File: src/rtl/fetch_unit.sv
// Instruction fetch stage: drives the PC to a combinational instruction ROM and
// fills the IF/ID register, with redirect handling and a sticky fault state.
module fetch_unit #(
    parameter logic [31:0] RESET_PC  = 32'hBFC00000,
    parameter int unsigned ROM_BYTES = 4096
) (
    input  logic        clk,
    input  logic        rst,
    output logic [31:0] imem_addr,
    input  logic [31:0] imem_rd,
    input  logic        stall,
    input  logic        redirect_en,
    input  logic [31:0] redirect_pc,
    output logic        if_valid,
    output logic [31:0] if_instr,
    output logic [31:0] if_pc,
    output logic [31:0] if_pc_plus4,
    output logic        fault,
    output logic [1:0]  fault_cause,
    output logic [31:0] fault_pc,
    output logic [31:0] fetch_count
);

    localparam logic [31:0] ROM_BYTES_W  = 32'(ROM_BYTES);
    localparam logic [31:0] NOP_INSTR    = 32'h00000013;
    localparam logic [1:0]  CAUSE_ALIGN  = 2'b01;
    localparam logic [1:0]  CAUSE_WINDOW = 2'b10;

    typedef enum logic [0:0] {
        ST_RUN   = 1'b0,
        ST_FAULT = 1'b1
    } state_t;

    state_t      state_r;
    state_t      state_next_s;
    logic [31:0] pc_r;
    logic [31:0] pc_next_s;
    logic [31:0] pc_plus4_s;
    logic [31:0] pc_offset_s;
    logic        in_window_s;
    logic        capture_s;
    logic        clr_valid_s;
    logic [1:0]  cause_next_s;
    logic [31:0] fault_pc_next_s;
    logic        if_valid_r;
    logic [31:0] if_instr_r;
    logic [31:0] if_pc_r;
    logic [31:0] if_pc_plus4_r;
    logic [1:0]  fault_cause_r;
    logic [31:0] fault_pc_r;
    logic [31:0] fetch_count_r;

    // Offset is modulo 2^32, so addresses below the base wrap to large values and fail the check.
    assign pc_offset_s = pc_r - RESET_PC;
    assign in_window_s = (pc_offset_s < ROM_BYTES_W);
    assign pc_plus4_s  = pc_r + 32'd4;

    // State register.
    always_ff @(posedge clk) begin
        if (rst) begin
            state_r <= ST_RUN;
        end else begin
            state_r <= state_next_s;
        end
    end

    // Next-state logic: misaligned redirects and out-of-window PCs are terminal until reset.
    always_comb begin
        state_next_s = state_r;
        case (state_r)
            ST_RUN: begin
                if (redirect_en) begin
                    if (redirect_pc[1:0] != 2'b00) begin
                        state_next_s = ST_FAULT;
                    end else begin
                        state_next_s = ST_RUN;
                    end
                end else if (!in_window_s) begin
                    state_next_s = ST_FAULT;
                end else begin
                    state_next_s = ST_RUN;
                end
            end
            ST_FAULT: state_next_s = ST_FAULT;
            default:  state_next_s = ST_RUN;
        endcase
    end

    // Per-state datapath controls; redirect outranks stall, the window check does not care about stall.
    always_comb begin
        pc_next_s       = pc_r;
        capture_s       = 1'b0;
        clr_valid_s     = 1'b0;
        cause_next_s    = fault_cause_r;
        fault_pc_next_s = fault_pc_r;
        case (state_r)
            ST_RUN: begin
                if (redirect_en) begin
                    clr_valid_s = 1'b1;
                    if (redirect_pc[1:0] == 2'b00) begin
                        pc_next_s = redirect_pc;
                    end else begin
                        cause_next_s    = CAUSE_ALIGN;
                        fault_pc_next_s = redirect_pc;
                    end
                end else if (!in_window_s) begin
                    clr_valid_s     = 1'b1;
                    cause_next_s    = CAUSE_WINDOW;
                    fault_pc_next_s = pc_r;
                end else if (!stall) begin
                    capture_s = 1'b1;
                    pc_next_s = pc_plus4_s;
                end else begin
                    capture_s = 1'b0;
                end
            end
            ST_FAULT: clr_valid_s = 1'b1;
            default:  clr_valid_s = 1'b1;
        endcase
    end

    // PC, IF/ID register, fault record and accepted-instruction counter.
    always_ff @(posedge clk) begin
        if (rst) begin
            pc_r          <= RESET_PC;
            if_valid_r    <= 1'b0;
            if_instr_r    <= NOP_INSTR;
            if_pc_r       <= 32'h00000000;
            if_pc_plus4_r <= 32'h00000000;
            fault_cause_r <= 2'b00;
            fault_pc_r    <= 32'h00000000;
            fetch_count_r <= 32'h00000000;
        end else begin
            pc_r          <= pc_next_s;
            fault_cause_r <= cause_next_s;
            fault_pc_r    <= fault_pc_next_s;
            if (clr_valid_s) begin
                if_valid_r <= 1'b0;
            end else if (capture_s) begin
                if_valid_r    <= 1'b1;
                if_instr_r    <= imem_rd;
                if_pc_r       <= pc_r;
                if_pc_plus4_r <= pc_plus4_s;
            end
            // Decode consumes the IF/ID content whenever it is valid and not stalled.
            if (if_valid_r && !stall) begin
                fetch_count_r <= fetch_count_r + 32'd1;
            end
        end
    end

    assign imem_addr   = pc_r;
    assign if_valid    = if_valid_r;
    assign if_instr    = if_instr_r;
    assign if_pc       = if_pc_r;
    assign if_pc_plus4 = if_pc_plus4_r;
    assign fault       = (state_r == ST_FAULT);
    assign fault_cause = fault_cause_r;
    assign fault_pc    = fault_pc_r;
    assign fetch_count = fetch_count_r;

endmodule

File: config.mk
export PLATFORM = sky130hd
export DESIGN_NAME = fetch_unit
export DESIGN_NICKNAME = d
export VERILOG_FILES = /design/src/rtl/fetch_unit.sv
export SDC_FILE = /design/constraint.sdc
export NUM_CORES = 1
export LEC_CHECK = 0
export CORE_MARGIN = 2
export CORE_UTILIZATION = 49
export CTS_CLUSTER_SIZE = 8
export DETAILED_ROUTE_END_ITERATION = 16
export PLACE_DENSITY = 0.85
export SYNTH_ARGS = -nofsm -noshare
export SYNTH_HDL_FRONTEND = slang
export SYNTH_SLANG_ARGS = --single-unit
File: constraint.sdc
create_clock -name clk -period 3 [get_ports clk]
set_input_delay 0.75 -clock clk [delete_from_list [all_inputs] [get_ports clk]]
set_output_delay 0.75 -clock clk [all_outputs]
set_load 0.02 [all_outputs]
# After elaboration in Yosys (flattened, before gate mapping)
# Cells that the tools add are included.
op_classes:
  mux: 20
  n_bitwise: 2
  reduce_logical: 9
  n_eq_ne: 4
  addsub: 3
  n_lt_le_gt_ge: 1
op_table:
  columns: ["op", "n"]
  rows:
  - ["2-to-1 mux 32 bit", 7]
  - ["adder 32 x 1 -> 32 bit, second input constant", 1]
  - ["adder 32 x 3 -> 32 bit, second input constant", 1]
  - ["less-than comparator 32 x 13 -> 1 bit, second input constant", 1]
  - ["subtractor 32 bit, second input constant", 1]
  - ["2-to-1 mux 1 bit", 8]
  - ["2-to-1 mux 2 bit", 3]
  - ["!= test 2 x 1 -> 1 bit, second input constant", 2]
  - ["!= test 2 bit, second input constant", 2]
  - ["case mux 1 bit (2 select lines)", 2]
  - ["AND reduction 4 bit", 1]
  - ["nonzero test 2 bit", 2]
  - ["AND reduction 3 bit", 1]
  - ["zero test 2 bit", 1]
  - ["inverter 1 bit", 2]
  - ["AND reduction 2 bit", 1]
  - ["OR reduction 2 bit", 1]
  - ["logical AND 1 bit", 1]
  - ["zero test 1 bit", 1]
totals:
  out_inout_bits: 196
  input_bits: 68
  ff_bits: 196
  elab_cells: 48

# Logic depth before layout (Yosys ltp)
logic_depth:
  ltp_word: 7
  ltp_mapped: 8
  depth_no_buf: 6

# Least setup slack after synthesis
# No wires, ideal clock.
synth_path:
  path_type: "input to register"
  startpoint: "input port redirect_en"
  endpoint: "register pc_r[25], in the netlist imem_addr[25]"
  setup_ns: 0.134
  t_required_ns: 2.866
  path_stages: 5
  arrival_ns: 2.156
  n_path_buf: 1
  path_slack_ns: 0.710
  cell_sequence: "buf_2 nor3_1 o2111ai_2 and3_1 or4_1"
synth_between:
  elab_chain_cells: 2
  word_cells_on_any_way: 5
  cone_classes: "eq/ne: 2; mux: 1; reduce/logical: 2"
synth_lines:
  columns: ["item", "line_no", "rtl"]
  rows:
  - ["from (decl)", "12", "input logic redirect_en,"]
  - ["!= test 2 x 1 -> 1 bit (no source line) / nonzero test 2 bit (equally long branches)", null, null]
  - ["AND reduction 4 bit (no source line)", null, null]
  - ["to (signal assigned)", "134", "pc_r <= pc_next_s;"]
  - ["to (decl)", "36", "logic [31:0] pc_r;"]
# Parallel ways exist; a longest one is shown, timed or not.
# A chain may end at the register's enable or synchronous reset.

# Worst setup path in the final report
layout_path:
  startpoint: "register state_r, in the netlist fault"
  endpoint: "output port fault"
layout_lines:
  columns: ["item", "line_no", "rtl"]
  rows:
  - ["from (decl)", "34", "state_t state_r;"]
  - ["from (signal assigned)", "63", "state_r <= state_next_s;"]
  - ["to (decl)", "18", "output logic fault,"]
# No word-level cell between the ends.

==> run metrics <==
leakage power=around 4 nW; compound-cell area share of the yosys netlist=a little under a fifth; GRT Total Usage=between 20% and 30%; crit path time final=2.587 ns; Synth top area share=between 40 and 50%; CP arrival=roughly 1.8 ns; Setup crit start kind=flip-flop; initial drt markers=between 800 and 900; clk sinks=just under 200; CTS tree=built; XOR/XNOR share of the synthesized area=4.309%; cell type with the highest aggregate area in the netlist=dfxtp_1; Setup TNS=0 ns; final number of hold-violating endpoints=0; endpoint type of the worst setup path=output port; Layout area overhead=43.43%; I/O pins=264; Die W=approximately 130 µm; commonest non-fill, non-tap cell in the layout=clkdlybuf4s50_1; Flop pwr share=about 45%; worst vdd ir=404.6 µV; worst path cell trace=clkdlybuf4s50_1; Residual DRC=0; Max Cap Viol=0; Setup Buffers After CTS=0; Slew HR=25.49%; power per cell area=561.2 nW/µm²; die height=131.2 µm; Final period util=between 80% and 90%; clock insertion delay at the later pin of the skew report=around 0.42 ns; worst slack, placed=slightly below 0.2 ns; 1st-pass router iterations=9; Net Count, Synth=approximately 1000; register area share after synthesis=between 40% and 50%; Simple-Gate Fraction of Synth Area=around 22%; IO Port Bufs=~260; Worst Path Buf+Inv=1; CTS Buffer Depth=2; cell family with most CP delay=buffers and inverters; Most used DFF post-synth=dfxtp_1; clock buffer count from CTS=17; clock skew=~0.0074 ns; DR vias/cell=about 5.7; remaining global-route overflow=0; initial core utilization=about half; P_int=4.590 mW; Gate power share=19.7%; nets@finish=approximately 1200; Mapped Cells=just over 900; max-slew violations=0; setup violators final=0; CP max-delay cell=clkdlybuf4s50_1; die footprint=roughly 17000 µm²; WP data required=between 2 and 2.5 ns; switching power=1.791 mW; hold buffers post-CTS=0; Crit Path Category=flip-flop to output port; clock-pin slew on the worst setup and hold paths=0.06 ns; critical path peak fanout=11; core area=about 16000 µm²; Rows=46; vias in the first global route=7481; post-DP HPWL=approximately 17000 µm; Max stage delay on crit path=0.73 ns; worst-margin pin slew=around 1.1 ns; H-tree depth=4; Mean Syn Cell Area=between 8 and 9 µm²; status=complete, no violations; switching part of the total=28.06%; post-route ant nets=0; initial antenna violation count=0; placer congestion estimate=approximately 0.93; wire length of the first global-routing pass=around 39000 µm; yosys warns=0; Post-Syn Area=just under 8000 µm²; Placement Cell Area=10780 µm²; Post-Synth Adder-Cell Area=less than 1%; RSZ-0062 raised after global routing=false; largest cells by area after synthesis=dfxtp_1, nand2_1, nor2_1; largest net degree at the start of global routing=56; Synth Register Bits=around 190; post-synthesis mux area share=0.3946%; drt total wl=between 20000 and 25000 µm; async set-reset flop share out of synthesis=0%; Resize count post-CTS=0; share of cells above drive strength 1=6.775%; final instance area=approximately 11000 µm²; post-DR wirelength/cell=~18 µm; Inserted Diodes=0; placed insts=between 1000 and 1500; PnR Total Power=6.381 mW; max frequency=slightly below 0.4 GHz; largest family of logic cells by synthesized area=simple AND/OR/NAND/NOR gates; Setup WS post-layout=0.4130 ns; Yosys cell types=65; commonest cells after routing, fill and taps aside=clkdlybuf4s50_1, dfxtp_1, nand2_1; vias=7871; number of synthesized flops with an enable pin=0; Clock Power Share=between 30% and 40%; worst min path class=flip-flop to flip-flop; Finished Layout Cells=around 1400; clk root buf=clkbuf_16
## routing by layer
layer	GRT usage, %	up-vias	wire, µm
li1	-	3713	-
met1	35.15	3667	9913
met2	45.20	436	11720
met3	7.948	55	2453
met4	9.481	0	569
met5	0	-	0
## path summary, 6_finish.rpt
path	start	endpoint	slack [ns]	cells after the start
worst max register to register	imem_addr[3]$_SDFFE_PP0P_	imem_addr[28]$_SDFFE_PP1P_	0.51	6
worst min register to register	if_pc[9]$_SDFFE_PP0P_	if_pc[9]$_SDFFE_PP0P_	0.45	2
worst max-delay path	fault$_SDFF_PP0_	fault	0.41	1
worst min-delay path	if_pc[9]$_SDFFE_PP0P_	if_pc[9]$_SDFFE_PP0P_	0.45	2
## cells in the mapped netlist (3+ instances only)
| library cell | instances |
|---|---|
| nor2_1 | 100 |
| nand2_1 | 135 |
| a32oi_1 | 12 |
| xor2_1 | 11 |
| and4_1 | 7 |
| nor3_1 | 27 |
| nand3b_1 | 3 |
| or3_1 | 4 |
| inv_1 | 16 |
| and2_1 | 3 |
| clkbuf_1 | 43 |
| o31ai_1 | 8 |
| buf_4 | 5 |
| and3_1 | 28 |
| a21oi_1 | 73 |
| xnor2_1 | 28 |
| o22ai_1 | 14 |
| dfxtp_1 | 194 |
| o2111ai_1 | 3 |
| or2_2 | 3 |
| o41ai_1 | 3 |
| a221o_1 | 3 |
| o211ai_1 | 7 |
| a22oi_1 | 6 |
| a22o_1 | 13 |
| a211o_1 | 4 |
| o2bb2ai_1 | 28 |
| nor4_1 | 11 |
| nand3_1 | 25 |
| buf_2 | 26 |
| nand4_1 | 13 |
| o21ai_0 | 14 |
| a211oi_1 | 9 |
## kinds of logic after synthesis
logic type / after synthesis
buffers and inverters: 92
adders and majority gates: 2
AOI/OAI and AO/OA: 212
and+or+nand+nor: 375
muxes: 3
xor gates and xnor gates: 39
DFF: 194
## power groups by stage
stage / Clock, mW / Combinational, mW / Sequential, mW
6_report: 2.27 / 1.26 / 2.86
5_1_grt: 2.40 / 1.34 / 2.87
4_1_cts: 2.29 / 1.25 / 2.85
3_5_place_dp: 0 / 1.25 / 2.91
3_3_place_gp: 0 / 1.23 / 2.90
2_1_floorplan: 0 / 0.499 / 3.05
## state kept, by name, summed over array words and instances, names as in the netlist, 2 cells and up
signal       cells
fault_cause      2
fault_pc        32
fetch_count     32
if_instr        32
if_pc           32
if_pc_plus4     30
imem_addr       32
## worst min-delay path, cell delays in order, from the launching register on
cell     delay [ns]
dfxtp_1        0.31
nand2_1        0.05
a21oi_1        0.05
## stage by stage
step / utilization (%) / hold slack, ns
after floorplan: - / 0.4580
final: 71.84 / 0.4495
after detailed placement: 68.12 / 0.4438
after CTS: 71.84 / 0.4529
after global placement: 68.12 / 0.4374
after global routing: 71.84 / 0.4741
## cell type report
type                            count  area, µm²
Tap cell                          216      270.3
Clock inverter                      8      101.3
Sequential cell                   194       3884
Multi-Input combinational cell    631       3676
Fill cell                        1216       4457
Timing Repair Buffer              293       2888
Inverter                           17      63.81
Clock buffer                       23      488.0
No activity file was read; power rests on OpenSTA's default activity.
